==> src/rtl/nmi_hotkey_events_pkg.sv <==
// Shared hotkey/NMI config: ZX-Uno register address, PS/2 set-2 scancodes and Fkey decode helper.
package nmi_hotkey_events_pkg;

    localparam logic [7:0] NMIEVMASK = 8'h08;

    localparam logic [7:0] SC_CTRL = 8'h14;
    localparam logic [7:0] SC_ALT  = 8'h11;
    localparam logic [7:0] SC_F1   = 8'h05;
    localparam logic [7:0] SC_F2   = 8'h06;
    localparam logic [7:0] SC_F3   = 8'h04;
    localparam logic [7:0] SC_F4   = 8'h0C;
    localparam logic [7:0] SC_F5   = 8'h03;

    typedef struct packed {
        logic       hit;
        logic [2:0] idx;
    } fkey_dec_t;

    function automatic fkey_dec_t fkey_decode(input logic [7:0] code);
        fkey_dec_t d;
        d = '0;
        case (code)
            SC_F1: d = '{hit: 1'b1, idx: 3'd0};
            SC_F2: d = '{hit: 1'b1, idx: 3'd1};
            SC_F3: d = '{hit: 1'b1, idx: 3'd2};
            SC_F4: d = '{hit: 1'b1, idx: 3'd3};
            SC_F5: d = '{hit: 1'b1, idx: 3'd4};
            default: d = '0;
        endcase
        return d;
    endfunction

endpackage

==> src/rtl/nmi_hotkey_events_kbd_mod_tracker.sv <==
// Tracks Ctrl/Alt (left and right) and F1..F5 held state from the decoded keyboard event stream.
module nmi_hotkey_events_kbd_mod_tracker
    import nmi_hotkey_events_pkg::*;
(
    input  logic       clk,
    input  logic       rst_n,
    input  logic       i_kbd_valid,
    input  logic [7:0] i_kbd_code,
    input  logic       i_kbd_extended,
    input  logic       i_kbd_released,
    output logic       o_ctrl,
    output logic       o_alt,
    output logic [4:0] o_fkey_held
);

    logic       r_ctrl_l, r_ctrl_r, r_alt_l, r_alt_r;
    logic [4:0] r_fkey_held;
    fkey_dec_t  w_dec;
    logic [4:0] w_onehot;

    assign w_dec    = fkey_decode(i_kbd_code);
    assign w_onehot = 5'b00001 << w_dec.idx;

    always_ff @(posedge clk or negedge rst_n) begin
        if (!rst_n) begin
            r_ctrl_l    <= 1'b0;
            r_ctrl_r    <= 1'b0;
            r_alt_l     <= 1'b0;
            r_alt_r     <= 1'b0;
            r_fkey_held <= '0;
        end else if (i_kbd_valid) begin
            if (i_kbd_code == SC_CTRL) begin
                if (i_kbd_extended) r_ctrl_r <= !i_kbd_released;
                else                r_ctrl_l <= !i_kbd_released;
            end
            if (i_kbd_code == SC_ALT) begin
                if (i_kbd_extended) r_alt_r <= !i_kbd_released;
                else                r_alt_l <= !i_kbd_released;
            end
            if (!i_kbd_extended && w_dec.hit) begin
                if (i_kbd_released) r_fkey_held <= r_fkey_held & ~w_onehot;
                else                r_fkey_held <= r_fkey_held | w_onehot;
            end
        end
    end

    assign o_ctrl      = r_ctrl_l | r_ctrl_r;
    assign o_alt       = r_alt_l | r_alt_r;
    assign o_fkey_held = r_fkey_held;

endmodule

==> src/rtl/nmi_hotkey_events.sv <==
// Ctrl+Alt+F1..F5 hotkeys -> one-hot userevents request, held until the NMI pager acks or times out.
module nmi_hotkey_events
    import nmi_hotkey_events_pkg::*;
#(
    parameter logic [23:0] ACK_TIMEOUT = 24'd3_500_000
) (
    input  logic       clk,
    input  logic       rst_n,
    input  logic       kbd_valid,
    input  logic [7:0] kbd_code,
    input  logic       kbd_extended,
    input  logic       kbd_released,
    input  logic [7:0] zxuno_addr,
    input  logic       zxuno_regrd,
    input  logic       zxuno_regwr,
    input  logic [7:0] din,
    output logic [7:0] dout,
    output logic       oe_n,
    input  logic       page_configrom_active,
    output logic [4:0] userevents
);

    localparam logic [1:0] ST_IDLE    = 2'd0;
    localparam logic [1:0] ST_ASSERT  = 2'd1;
    localparam logic [1:0] ST_SERVICE = 2'd2;
    localparam logic [1:0] ST_RELEASE = 2'd3;

    logic [1:0]  r_state;
    logic [4:0]  r_mask;
    logic [4:0]  r_userevents;
    logic [23:0] r_timer;

    logic        w_ctrl, w_alt;
    logic [4:0]  w_fkey_held;
    fkey_dec_t   w_dec;
    logic [4:0]  w_onehot;
    logic        w_combo;
    logic        w_timeout;
    logic        w_unused_din;

    nmi_hotkey_events_kbd_mod_tracker u_tracker (
        .clk            (clk),
        .rst_n          (rst_n),
        .i_kbd_valid    (kbd_valid),
        .i_kbd_code     (kbd_code),
        .i_kbd_extended (kbd_extended),
        .i_kbd_released (kbd_released),
        .o_ctrl         (w_ctrl),
        .o_alt          (w_alt),
        .o_fkey_held    (w_fkey_held)
    );

    assign w_dec    = fkey_decode(kbd_code);
    assign w_onehot = 5'b00001 << w_dec.idx;

    // Modifier flags are the registered state from before this key event.
    assign w_combo = kbd_valid && !kbd_extended && !kbd_released && w_dec.hit
                     && w_ctrl && w_alt && |(w_onehot & r_mask) && !page_configrom_active;

    assign w_timeout = (ACK_TIMEOUT != 24'd0) && (r_timer == ACK_TIMEOUT - 24'd1);

    always_ff @(posedge clk or negedge rst_n) begin
        if (!rst_n) begin
            r_state      <= ST_IDLE;
            r_userevents <= '0;
            r_timer      <= '0;
        end else begin
            case (r_state)
                ST_IDLE: begin
                    if (w_combo) begin
                        r_userevents <= w_onehot;
                        r_timer      <= '0;
                        r_state      <= ST_ASSERT;
                    end
                end
                ST_ASSERT: begin
                    if (r_timer != '1) r_timer <= r_timer + 24'd1;
                    if (page_configrom_active) begin
                        r_userevents <= '0;
                        r_state      <= ST_SERVICE;
                    end else if (w_timeout) begin
                        r_userevents <= '0;
                        r_state      <= ST_RELEASE;
                    end
                end
                ST_SERVICE: begin
                    if (!page_configrom_active) r_state <= ST_RELEASE;
                end
                ST_RELEASE: begin
                    if (w_fkey_held == '0 && !(w_ctrl && w_alt)) r_state <= ST_IDLE;
                end
                default: r_state <= ST_IDLE;
            endcase
        end
    end

    always_ff @(posedge clk or negedge rst_n) begin
        if (!rst_n) begin
            r_mask <= '1;
        end else if (zxuno_regwr && zxuno_addr == NMIEVMASK) begin
            r_mask <= din[4:0];
        end
    end

    assign w_unused_din = ^din[7:5];
    assign dout         = {3'b000, r_mask};
    assign oe_n         = !(zxuno_addr == NMIEVMASK && zxuno_regrd);
    assign userevents   = r_userevents;

endmodule

==> config.mk <==
export PLATFORM = sky130hd
export DESIGN_NAME = nmi_hotkey_events
export DESIGN_NICKNAME = d
export VERILOG_FILES = /design/src/rtl/nmi_hotkey_events_pkg.sv /design/src/rtl/nmi_hotkey_events_kbd_mod_tracker.sv /design/src/rtl/nmi_hotkey_events.sv
export SDC_FILE = /design/constraint.sdc
export NUM_CORES = 1
export LEC_CHECK = 0
export ABC_CLOCK_PERIOD_IN_PS = 2500
export BUFFER_PORTS_ARGS = -buffer_cell sky130_fd_sc_hd__buf_4
export CORE_MARGIN = 3
export CORE_UTILIZATION = 56
export CTS_BUF_LIST = sky130_fd_sc_hd__clkbuf_16
export DETAILED_ROUTE_END_ITERATION = 8
export PLACE_DENSITY = 0.8
export SYNTH_ARGS = -nofsm -noshare
export SYNTH_HDL_FRONTEND = slang
export SYNTH_SLANG_ARGS = --single-unit
==> constraint.sdc <==
create_clock -name clk -period 2.5 [get_ports clk]
set_clock_uncertainty 0.05 [all_clocks]
set_input_delay 0.5 -clock clk [delete_from_list [all_inputs] [get_ports clk]]
set_output_delay 0.5 -clock clk [all_outputs]
set_load 0.01 [all_outputs]
==> metrics.cfg <==
[placed_design]
io_buffers = 39
dp_slack_ns = -0.2191
dp_hpwl_um = 5029
gp_congestion = 0.9341
post_dp_cell_area_um2 = 3243

[worst_setup_path]
worstReg2RegEnd = r_timer[11]$_DFFE_PN0P_
rrSetupSlack_ns = 0.16
critPathLaunchType = input pin
path_class = input pin to flop
reg2reg_depth = 6
cp_num_cells = 8
critPathTopFamily = simple AND/OR/NAND/NOR gates
worstPathBufferInverterCount = 2
path_cells = buf_4 > nor4bb_4 > or4b_4 > and4_4 > buf_4 > nor3_1 > nand2_1 > a221o_1
critPathMostFrequentCell = buf_4
critPathArrivalTime_ns = 2.51
rr_startpoint = r_mask[0]$_DFFE_PN1P_
cpPeakStageDelay_ns = 0.54
cp_max_fo = 4
cpMaxStageDelayCell = or4b_4
critPathCaptureType = flop
worstPathRequired_ns = 2.62

[clock_tree]
cts.sinks = 45
cts_inserted_buffers = 5
clk_pin_slew_worst_paths_ns = 0.06
clk_latency_ns = 0.29
root_buffer = clkbuf_16
h-tree-depth = 2
post-cts-setup-buffers = 0
clk_path_buf_depth = 2
cts_tree = yes

[routing]
viasPerCell = 6.260
vias = 2623
drt_first_pass_iters = 5
routedWlPerCell_um = 16.28
route.detailed.drc = 0
drtIter0Drc = 225
ant_nets = 0
wl_um = 6823

[yosys]
synthCells = 300
yosys_warnings = 0
synth-async-reset-ratio_pct = 100.0
synthesis.area_um2 = 2700
synth_edf_count = 0
synth-main-ff-cell = dfrtp_1
synth_seq_cells = 45
avgSynthCellArea_um2 = 9.000
synth_cell_types = 53
seq_area_frac_synth_pct = 41.94

[power]
clkPwrFrac_pct = 24.5
power.switching_uw = 969.1
p_seq_share_pct = 33.7
p_leak_uw = 0.001534
swShare_pct = 37.48
power.internal_uw = 1617
p_per_area_nw_per_um2 = 762.6
pwr-share-comb_pct = 41.7
max-vdd-ir-drop_uv = 875.4

[timing]
finalHoldViolCount = 0
setup_viol = 0
setup_ws_ns = 0.1082
finalCritPeriodShare_pct = 95.67
rsz0062_at_grt = no
layout_min_cycle_time_ns = 2.392
hold_slack_ns = 0.1580
slew_headroom_pct = 61.76
fmax_mhz = 418.1
slew_viol_final = 0
worstMarginPinSlew_ns = 0.5736

[grt]
grt.total_usage_pct = 26.54
antenna_found_initial = 0
grt_overflow_total = 0
grt_pass1_wl_um = 11450
grt_start_max_net_pins = 46
grt_pass1_vias = 2451

[cells_and_area]
register_area_um2 = 1132
postLayoutCellArea_um2 = 3391
nets = 404
diodes = 0
utilization_pct = 75.28
area_growth_pct = 25.58
fillers = 331
drive_above_1_share_pct = 26.98
multi_input_area_um2 = 1489

[floorplan]
die_w_um = 75.44
chipHeight_um = 75.44
start_util_pct = 59.94
rows = 24
fp.coreArea_um2 = 4504
dieArea_um2 = 5690
io_pins = 46

[run]
cap_violations = 0

[worst_hold_path]
hp-class = input pin to async pin

[status]
outcome = finished, final reports clean

-- cell type report --
class,instances,area share (%)
multi-input combinational,235,43.91
sequential,45,33.39
timing repair buffer,72,15.94
clock buffer,5,3.690
tap,52,1.919
inverter,7,0.7749
clock inverter,3,0.3690
-- routing by layer --
metal  vias to the layer above  part of all wire [%]  routed length, um  track usage (%)
met4                         0                   1.3                 88            8.932
li1                       1262                     -                  -                -
met2                       120                    44               3015            38.54
met3                         8                   8.7                597            6.201
met5                         -                     0                  0                0
met1                      1233                    46               3122            39.02
-- worst reg2reg max path, stage by stage (launching register included) --
cell and delay (ns):
dfstp_2 0.54, or4b_4 0.46, and4_4 0.19, buf_4 0.14, nor3_1 0.23, nand2_1 0.22
a221o_1 0.39
-- cell families (layout without fill, tap and decap cells) --
group | count (synthesis) | count (layout) | synth area share, %
AOI/OAI and AO/OA | 80 | 80 | 20.11
adders and majority gates | 6 | 6 | 2.780
buffers and inverters | 22 | 87 | 3.707
and+or+nand+nor | 139 | 139 | 28.41
other | 1 | 3 | 0.1389
muxes | 7 | 7 | 2.920
DFF | 45 | 45 | 41.94
-- how the worst max path moves through the flow --
stage | from | endpoint | slack (ns)
after detailed placement | kbd_code[0] | r_timer[18]$_DFFE_PN0P_ | -0.22
final | kbd_code[0] | r_timer[11]$_DFFE_PN0P_ | 0.11
after global placement | kbd_code[0] | r_timer[13]$_DFFE_PN0P_ | -0.20
after global routing | kbd_code[3] | r_timer[9]$_DFFE_PN0P_ | 0.02
after floorplan | kbd_code[1] | r_timer[10]$_DFFE_PN0P_ | -0.02
after CTS | kbd_code[0] | r_timer[18]$_DFFE_PN0P_ | 0.09
-- power by group through the flow --
stage / registers, uW / clock network, uW / logic [uW]
after detailed placement: 883 / 0 / 1030
after global routing: 882 / 674 / 1170
after global placement: 877 / 0 / 1000
final: 873 / 634 / 1080
after floorplan: 866 / 0 / 620
after CTS: 870 / 642 / 1040
-- synthesized netlist by cell type (7+ instances only) --
| cell type | n | share of area [%] |
|---|---|---|
| o31ai_1 | 11 | 3.1 |
| or3_1 | 7 | 1.6 |
| nor3_1 | 13 | 2.4 |
| and3_1 | 7 | 1.6 |
| o21ai_0 | 25 | 4.6 |
| a21oi_1 | 9 | 1.7 |
| nand4_1 | 13 | 3.0 |
| nand2_1 | 35 | 4.9 |
| dfrtp_1 | 40 | 37 |
| mux2_2 | 7 | 2.9 |
| nor2_1 | 15 | 2.1 |
| nand3_1 | 16 | 3.0 |
-- stage by stage --
step                setup TNS (ns)  total power, uW  cells
floorplan                  -0.1445             1486    302
global placement            -2.778             1877    411
detailed placement          -3.109             1915    411
CTS                              0             2550    419
global route                     0             2730    419
finish                           0             2586    419
-- cell usage in the layout, fill, tap and decap left out, types with 9 or more instances in the layout --
cell and count:
nand2_1 35, o21ai_0 25, a21oi_1 9, o31ai_1 11
nand3_1 16, dfrtp_1 40, nand4_1 13, nor3_1 13
buf_4 72, nor2_1 15
-- what timing repair did --
action / CTS / global route
setup endpoints to repair: 0 / 2
hold buffers: 0 / 0
gates resized for setup: 0 / 2
No activity file was read; power rests on OpenSTA's default activity.
